===== config.mk =====
export PLATFORM = sky130hd
export DESIGN_NAME = hub75_row_capture
export DESIGN_NICKNAME = d
export VERILOG_FILES = /design/src/rtl/hub75_pkg.sv /design/src/rtl/hub75_in_sync.sv /design/src/rtl/hub75_row_capture.sv
export SDC_FILE = /design/constraint.sdc
export NUM_CORES = 1
export LEC_CHECK = 0
export CAP_MARGIN = 15
export CORE_UTILIZATION = 35
export CTS_CLUSTER_DIAMETER = 100
export DETAILED_ROUTE_END_ITERATION = 7
export PLACE_DENSITY_LB_ADDON = 0.3
export SLEW_MARGIN = 10
export SYNTH_ARGS = -nofsm -noshare
export SYNTH_HDL_FRONTEND = slang
export SYNTH_HIERARCHICAL = 1
export SYNTH_SLANG_ARGS = --single-unit
export TNS_END_PERCENT = 100

===== constraint.sdc =====
create_clock -name clk_in -period 2.5 [get_ports clk_in]
set_clock_uncertainty 0.15 [all_clocks]
set_input_delay 0.75 -clock clk_in [delete_from_list [all_inputs] [get_ports clk_in]]
set_output_delay 0.75 -clock clk_in [all_outputs]
set_load 0.02 [all_outputs]

===== src/rtl/hub75_pkg.sv =====
// hub75_pkg: shared types and defaults for the HUB75 receive-side capture.
//   NUM_COLS_DEF : default pixels per row (bits per latch per colour line)
//   ADDR_W_DEF   : default row address width
//   rgb_t        : one serial bit for each of R (bit 0), G (bit 1), B (bit 2)
//   row_t        : one captured row, indexed [colour][column]
//   cap_state_t  : capture FSM states
package hub75_pkg;

   localparam int NUM_COLS_DEF = 64;
   localparam int ADDR_W_DEF   = 4;

   typedef logic [2:0] rgb_t;
   typedef logic [2:0][NUM_COLS_DEF-1:0] row_t;

   typedef enum logic [1:0] {
      IDLE  = 2'd0,
      SHIFT = 2'd1,
      LATCH = 2'd2
   } cap_state_t;

endpackage


===== src/rtl/hub75_in_sync.sv =====
// hub75_in_sync: W-bit two-flop synchroniser with a rise-edge strobe.
//   clk_in     : system clock
//   n_reset_in : synchronous active-low reset (all stages load RST_VAL)
//   d_in       : asynchronous input bus
//   sync_out   : second synchroniser stage
//   rise_out   : one-cycle strobe per bit, second stage high and third stage low
module hub75_in_sync #(
   parameter int   W       = 1,
   parameter logic RST_VAL = 1'b0
) (
   input  logic         clk_in,
   input  logic         n_reset_in,
   input  logic [W-1:0] d_in,
   output logic [W-1:0] sync_out,
   output logic [W-1:0] rise_out
);

   logic [W-1:0] s1_q;
   logic [W-1:0] s2_q;
   logic [W-1:0] s3_q;

   always_ff @(posedge clk_in) begin
      if (!n_reset_in) begin
         s1_q <= {W{RST_VAL}};
         s2_q <= {W{RST_VAL}};
         s3_q <= {W{RST_VAL}};
      end else begin
         s1_q <= d_in;
         s2_q <= s1_q;
         s3_q <= s2_q;
      end
   end

   assign sync_out = s2_q;
   assign rise_out = s2_q & ~s3_q;

endmodule


===== src/rtl/hub75_row_capture.sv =====
// hub75_row_capture: receive-side HUB75 model. Oversamples the panel pins on
// clk_in, shifts the serial colour bits into per-row shift registers and
// presents each completed row with its address on every latch pulse.
// Optional feature macro: HUB75_OE_MON_EN adds oe_on_cycles_out, the number
// of clk cycles with synchronised oe low between consecutive latches.
// Ports:
//   clk_in, n_reset_in      : system clock, synchronous active-low reset
//   bclk_in, le_in, oe_in   : HUB75 bit clock, latch enable, output enable (low)
//   rgb_top_in, rgb_bot_in  : serial {B,G,R} for the top and bottom halves
//   addr_in                 : row address
//   row_top_out/row_bot_out : captured rows, [colour][column]
//   row_addr_out            : address sampled at the latch
//   row_valid_out           : one-cycle pulse per presented row
//   bit_count_out           : bclk rises counted for the presented row
//   len_err_out             : sticky, some row had a count other than NUM_COLS
//   busy_out                : high while shifting a row
module hub75_row_capture
   import hub75_pkg::*;
#(
   parameter int NUM_COLS      = NUM_COLS_DEF,
   parameter int ADDR_W        = ADDR_W_DEF,
   parameter int SYS_CLK_FREQ  = 100_000_000,
   parameter int BCLK_MAX_FREQ = 25_000_000
) (
   input  logic                            clk_in,
   input  logic                            n_reset_in,
   input  logic                            bclk_in,
   input  logic [2:0]                      rgb_top_in,
   input  logic [2:0]                      rgb_bot_in,
   input  logic                            le_in,
   input  logic                            oe_in,
   input  logic [ADDR_W-1:0]               addr_in,
   output logic [2:0][NUM_COLS-1:0]        row_top_out,
   output logic [2:0][NUM_COLS-1:0]        row_bot_out,
   output logic [ADDR_W-1:0]               row_addr_out,
   output logic                            row_valid_out,
   output logic [$clog2(NUM_COLS+2)-1:0]   bit_count_out,
   output logic                            len_err_out,
   output logic                            busy_out
`ifdef HUB75_OE_MON_EN
   ,
   output logic [31:0]                     oe_on_cycles_out
`endif
);

   localparam int CNT_W = $clog2(NUM_COLS + 2);
   localparam int BUS_W = 6 + ADDR_W;

   // Each bclk phase must span at least two system clocks to be seen.
   if (SYS_CLK_FREQ / BCLK_MAX_FREQ < 4) begin : g_freq_check
      $error("hub75_row_capture: SYS_CLK_FREQ must be at least 4x BCLK_MAX_FREQ");
   end

   // ---------------- input synchronisation ----------------
   logic             bclk_sync, bclk_rise;
   logic             le_sync, le_rise;
   logic             oe_sync, oe_rise;
   logic [BUS_W-1:0] bus_sync, bus_rise;

   hub75_in_sync #(.W(1), .RST_VAL(1'b0)) u_sync_bclk (
      .clk_in(clk_in), .n_reset_in(n_reset_in), .d_in(bclk_in),
      .sync_out(bclk_sync), .rise_out(bclk_rise));

   hub75_in_sync #(.W(1), .RST_VAL(1'b0)) u_sync_le (
      .clk_in(clk_in), .n_reset_in(n_reset_in), .d_in(le_in),
      .sync_out(le_sync), .rise_out(le_rise));

   hub75_in_sync #(.W(1), .RST_VAL(1'b1)) u_sync_oe (
      .clk_in(clk_in), .n_reset_in(n_reset_in), .d_in(oe_in),
      .sync_out(oe_sync), .rise_out(oe_rise));

   // Data shares the bclk pipeline depth, so the bit sampled alongside the
   // bclk strobe is the one the driver set up before that rising edge.
   hub75_in_sync #(.W(BUS_W), .RST_VAL(1'b0)) u_sync_bus (
      .clk_in(clk_in), .n_reset_in(n_reset_in),
      .d_in({addr_in, rgb_bot_in, rgb_top_in}),
      .sync_out(bus_sync), .rise_out(bus_rise));

   rgb_t              top_bit, bot_bit;
   logic [ADDR_W-1:0] addr_sync;

   assign top_bit   = bus_sync[2:0];
   assign bot_bit   = bus_sync[5:3];
   assign addr_sync = bus_sync[BUS_W-1:6];

   // Level copies and data-bus strobes are not needed by the capture logic.
   logic unused_sync;
   assign unused_sync = ^{bclk_sync, le_sync, oe_sync, oe_rise, bus_rise};

   // ---------------- capture FSM and shift path ----------------
   cap_state_t                state_q, state_d;
   logic [2:0][NUM_COLS-1:0]  shift_top_q, shift_top_d;
   logic [2:0][NUM_COLS-1:0]  shift_bot_q, shift_bot_d;
   logic [CNT_W-1:0]          cnt_q, cnt_d;

   always_comb begin
      state_d     = state_q;
      shift_top_d = shift_top_q;
      shift_bot_d = shift_bot_q;
      cnt_d       = cnt_q;

      // Shifting happens before the state decision, so a bit arriving with
      // the latch strobe is part of the latched row.
      if (bclk_rise) begin
         for (int c = 0; c < 3; c++) begin
            shift_top_d[c] = {shift_top_q[c][NUM_COLS-2:0], top_bit[c]};
            shift_bot_d[c] = {shift_bot_q[c][NUM_COLS-2:0], bot_bit[c]};
         end
         if (cnt_q != CNT_W'(NUM_COLS + 1)) begin
            cnt_d = cnt_q + CNT_W'(1);
         end
      end

      case (state_q)
         IDLE: begin
            if (le_rise) begin
               state_d = LATCH;
            end else if (bclk_rise) begin
               state_d = SHIFT;
            end
         end
         SHIFT: begin
            if (le_rise) begin
               state_d = LATCH;
            end
         end
         LATCH: begin
            state_d = IDLE;
            cnt_d   = '0;
         end
         default: state_d = IDLE;
      endcase
   end

   logic [2:0][NUM_COLS-1:0] row_top_q, row_bot_q;
   logic [ADDR_W-1:0]        row_addr_q;
   logic                     row_valid_q;
   logic [CNT_W-1:0]         bit_count_q;
   logic                     len_err_q;

   always_ff @(posedge clk_in) begin
      if (!n_reset_in) begin
         state_q     <= IDLE;
         shift_top_q <= '0;
         shift_bot_q <= '0;
         cnt_q       <= '0;
         row_top_q   <= '0;
         row_bot_q   <= '0;
         row_addr_q  <= '0;
         row_valid_q <= 1'b0;
         bit_count_q <= '0;
         len_err_q   <= 1'b0;
      end else begin
         state_q     <= state_d;
         shift_top_q <= shift_top_d;
         shift_bot_q <= shift_bot_d;
         cnt_q       <= cnt_d;
         row_valid_q <= (state_q == LATCH);
         if (state_q == LATCH) begin
            row_top_q   <= shift_top_q;
            row_bot_q   <= shift_bot_q;
            row_addr_q  <= addr_sync;
            bit_count_q <= cnt_q;
            if (cnt_q != CNT_W'(NUM_COLS)) begin
               len_err_q <= 1'b1;
            end
         end
      end
   end

   assign row_top_out   = row_top_q;
   assign row_bot_out   = row_bot_q;
   assign row_addr_out  = row_addr_q;
   assign row_valid_out = row_valid_q;
   assign bit_count_out = bit_count_q;
   assign len_err_out   = len_err_q;
   assign busy_out      = (state_q == SHIFT);

`ifdef HUB75_OE_MON_EN
   // ---------------- oe on-time monitor ----------------
   logic [31:0] oe_cnt_q, oe_cnt_d;
   logic [31:0] oe_on_q;

   always_comb begin
      oe_cnt_d = oe_cnt_q;
      if (state_q == LATCH) begin
         oe_cnt_d = '0;
      end else if (!oe_sync) begin
         oe_cnt_d = oe_cnt_q + 32'd1;
      end
   end

   always_ff @(posedge clk_in) begin
      if (!n_reset_in) begin
         oe_cnt_q <= '0;
         oe_on_q  <= '0;
      end else begin
         oe_cnt_q <= oe_cnt_d;
         if (state_q == LATCH) begin
            oe_on_q <= oe_cnt_q;
         end
      end
   end

   assign oe_on_cycles_out = oe_on_q;
`endif

endmodule


==> impl_results.md <==
- Outcome: completed
- Drt drc: 0
- Cell Area, Synth: 0.0266 mm2
- Die H: between 200 and 300 um
- Hold Path Class: flip-flop to flip-flop
- First-pass GRT wire length: 98000 um
- Die width: 278 um
- Initial antenna violation count: 4
- Final wirelength: 61900 um
- Clock Latency Late Sink: 630 ps
- Post-route ant nets: 0
- RSZ-0062 raised after global routing: false
- Synthesized Nets: between 2000 and 2500
- Pwr Density: 778 mW/mm2
- Vias: 17700
- CP Cell Sequence: clkdlybuf4s50_1
- DR pass1 iterations: 5
- Avg Vias per Cell: 4.88
- Vias in the first global route: 17200
- Crit Path Category: flip-flop to primary output
- Startpoint Class: flip-flop
- Max Slew Vio Count: 0
- Critical Path Sink Type: primary output
- CTS H-Tree Depth: 3
- CP bufs+invs: 1
- Area delta synth->final: 27.6%
- Syn_area_per_cell: between 10 and 15 um2
- Max_cap viols: 0
- GPL Wtd Cong: 0.778
- Share of cells above drive strength 1: 0.0678
- Clock tree buffer depth: 3
- Clock root cell: clkbuf_16
- Max Clk Rate: 408 MHz
- Buffers on Ports: ~410
- Initial core utilization: 0.356
- DIE AREA: 0.0772 mm2
- Final setup violation count: 0
- Hold_buf cts: 0
- Most common cell after layout, fill and taps aside: dfxtp_1
- Std cell rows: 100
- Critical path's largest stage delay: around 600 ps
- Post-route cell area: 0.0340 mm2
- Most frequent cells in the layout: 816 x dfxtp_1, 396 x a22o_1, 387 x nor2_1, 386 x mux2i_1, 386 x dlygate4sd2_1
- Peak supply drop: roughly 0.48 mV
- Req. time, crit path: approximately 1600 ps
- Critical path's slowest cell: clkdlybuf4s50_1
- # Post-CTS Setup Buffers: 0
- Dpl hpwl: 39500 um
- CTS Sinks: 816
- IO Pins: approximately 410
- Slew @ Worst Pin: about 850 ps
- YS warnings: 6
- Cells after Synth: 2227
- Post-route minimum period: 2450 ps
- Largest net degree at the start of global routing: 157
- Core area: 0.0748 mm2
- TritonCTS buffer count: 86
- Cell family with most CP delay: buffers and inverters
- Post-Route Setup TNS: 0 ps
- CTS tree: built
- Final nets: 2607
- P_leak: 14.6 nW
- Cell Area, Placed: 0.0316 mm2
- Detailed-route wire length per cell: between 15 and 20 um
- Final hold vios: 0
- CP Max Fanout: 2
- Grt ovf: 0
- Initial drt markers: 767
- Clock-pin slew on the worst setup and hold paths: 60 ps
- All-Layer GR Usage: 0.156
- CP arrival: 1550 ps
- Max transition margin: 0.430
- Final worst path period share: 0.979
-- through the flow --
stage                     total power (W)   util  cells  hold slack [ps]  setup slack (ps)
after floorplan                    0.0138      -   2227              256               572
after global placement             0.0140  0.422   3470              269               387
after detailed placement           0.0140  0.422   3470              268               355
after CTS                          0.0268  0.454   3623              269             0.256
after global routing               0.0274  0.454   3623              284             0.921
final                              0.0264  0.454   3625              275              51.4
-- repair_timing --
item,in CTS,in global routing
pin swaps,0,0
hold endpoints to repair,0,0
setup endpoints to repair,386,9
gates resized for setup,386,9
-- layer usage --
metal	wire length, um	track usage
met1	28000	0.199
met2	27900	0.246
met3	4440	0.0534
met4	1530	0.0543
met5	40	0
-- sequential cells by signal (all words and copies together) (netlist names), 2 cells and up --
register             cells
row_bot_out            192
row_top_out            192
shift_bot_q            192
shift_top_q            192
u_sync_bus/s1_q         10
u_sync_bus/sync_out     10
bit_count_out            7
cnt_q                    7
row_addr_out             4
state_q                  2
-- path summary, 6_finish.rpt --
path	from	end	slack, ps	cells after the start
setup / recovery	row_top_out[166]$_SDFFE_PN0P_	row_top_out[166]	50	1
hold / removal	u_sync_bclk/s1_q$_SDFF_PN0_	u_sync_bclk/sync_out$_SDFF_PN0_	270	1
setup reg to reg	u_sync_bclk/sync_out$_SDFF_PN0_	shift_top_q[115]$_SDFFE_PN0P_	540	5
hold reg to reg	u_sync_bclk/s1_q$_SDFF_PN0_	u_sync_bclk/sync_out$_SDFF_PN0_	270	1
-- final cells by class --
class	instances	area (um2)
timing repair buffer	451	4340
clock inverter	31	417
sequential	816	16300
inverter	3	18.8
tap	969	1210
clock buffer	122	2450
antenna	2	5.00
fill	6954	40800
multi-input combinational	1231	9210
-- power by group --
part           switching, W  total, W  internal (W)
Combinational      0.000432  0.000643      0.000211
Sequential       0.00000999    0.0130        0.0130
Clock               0.00517    0.0127       0.00758
Total               0.00561    0.0264        0.0208
No activity file was read; power rests on OpenSTA's default activity.
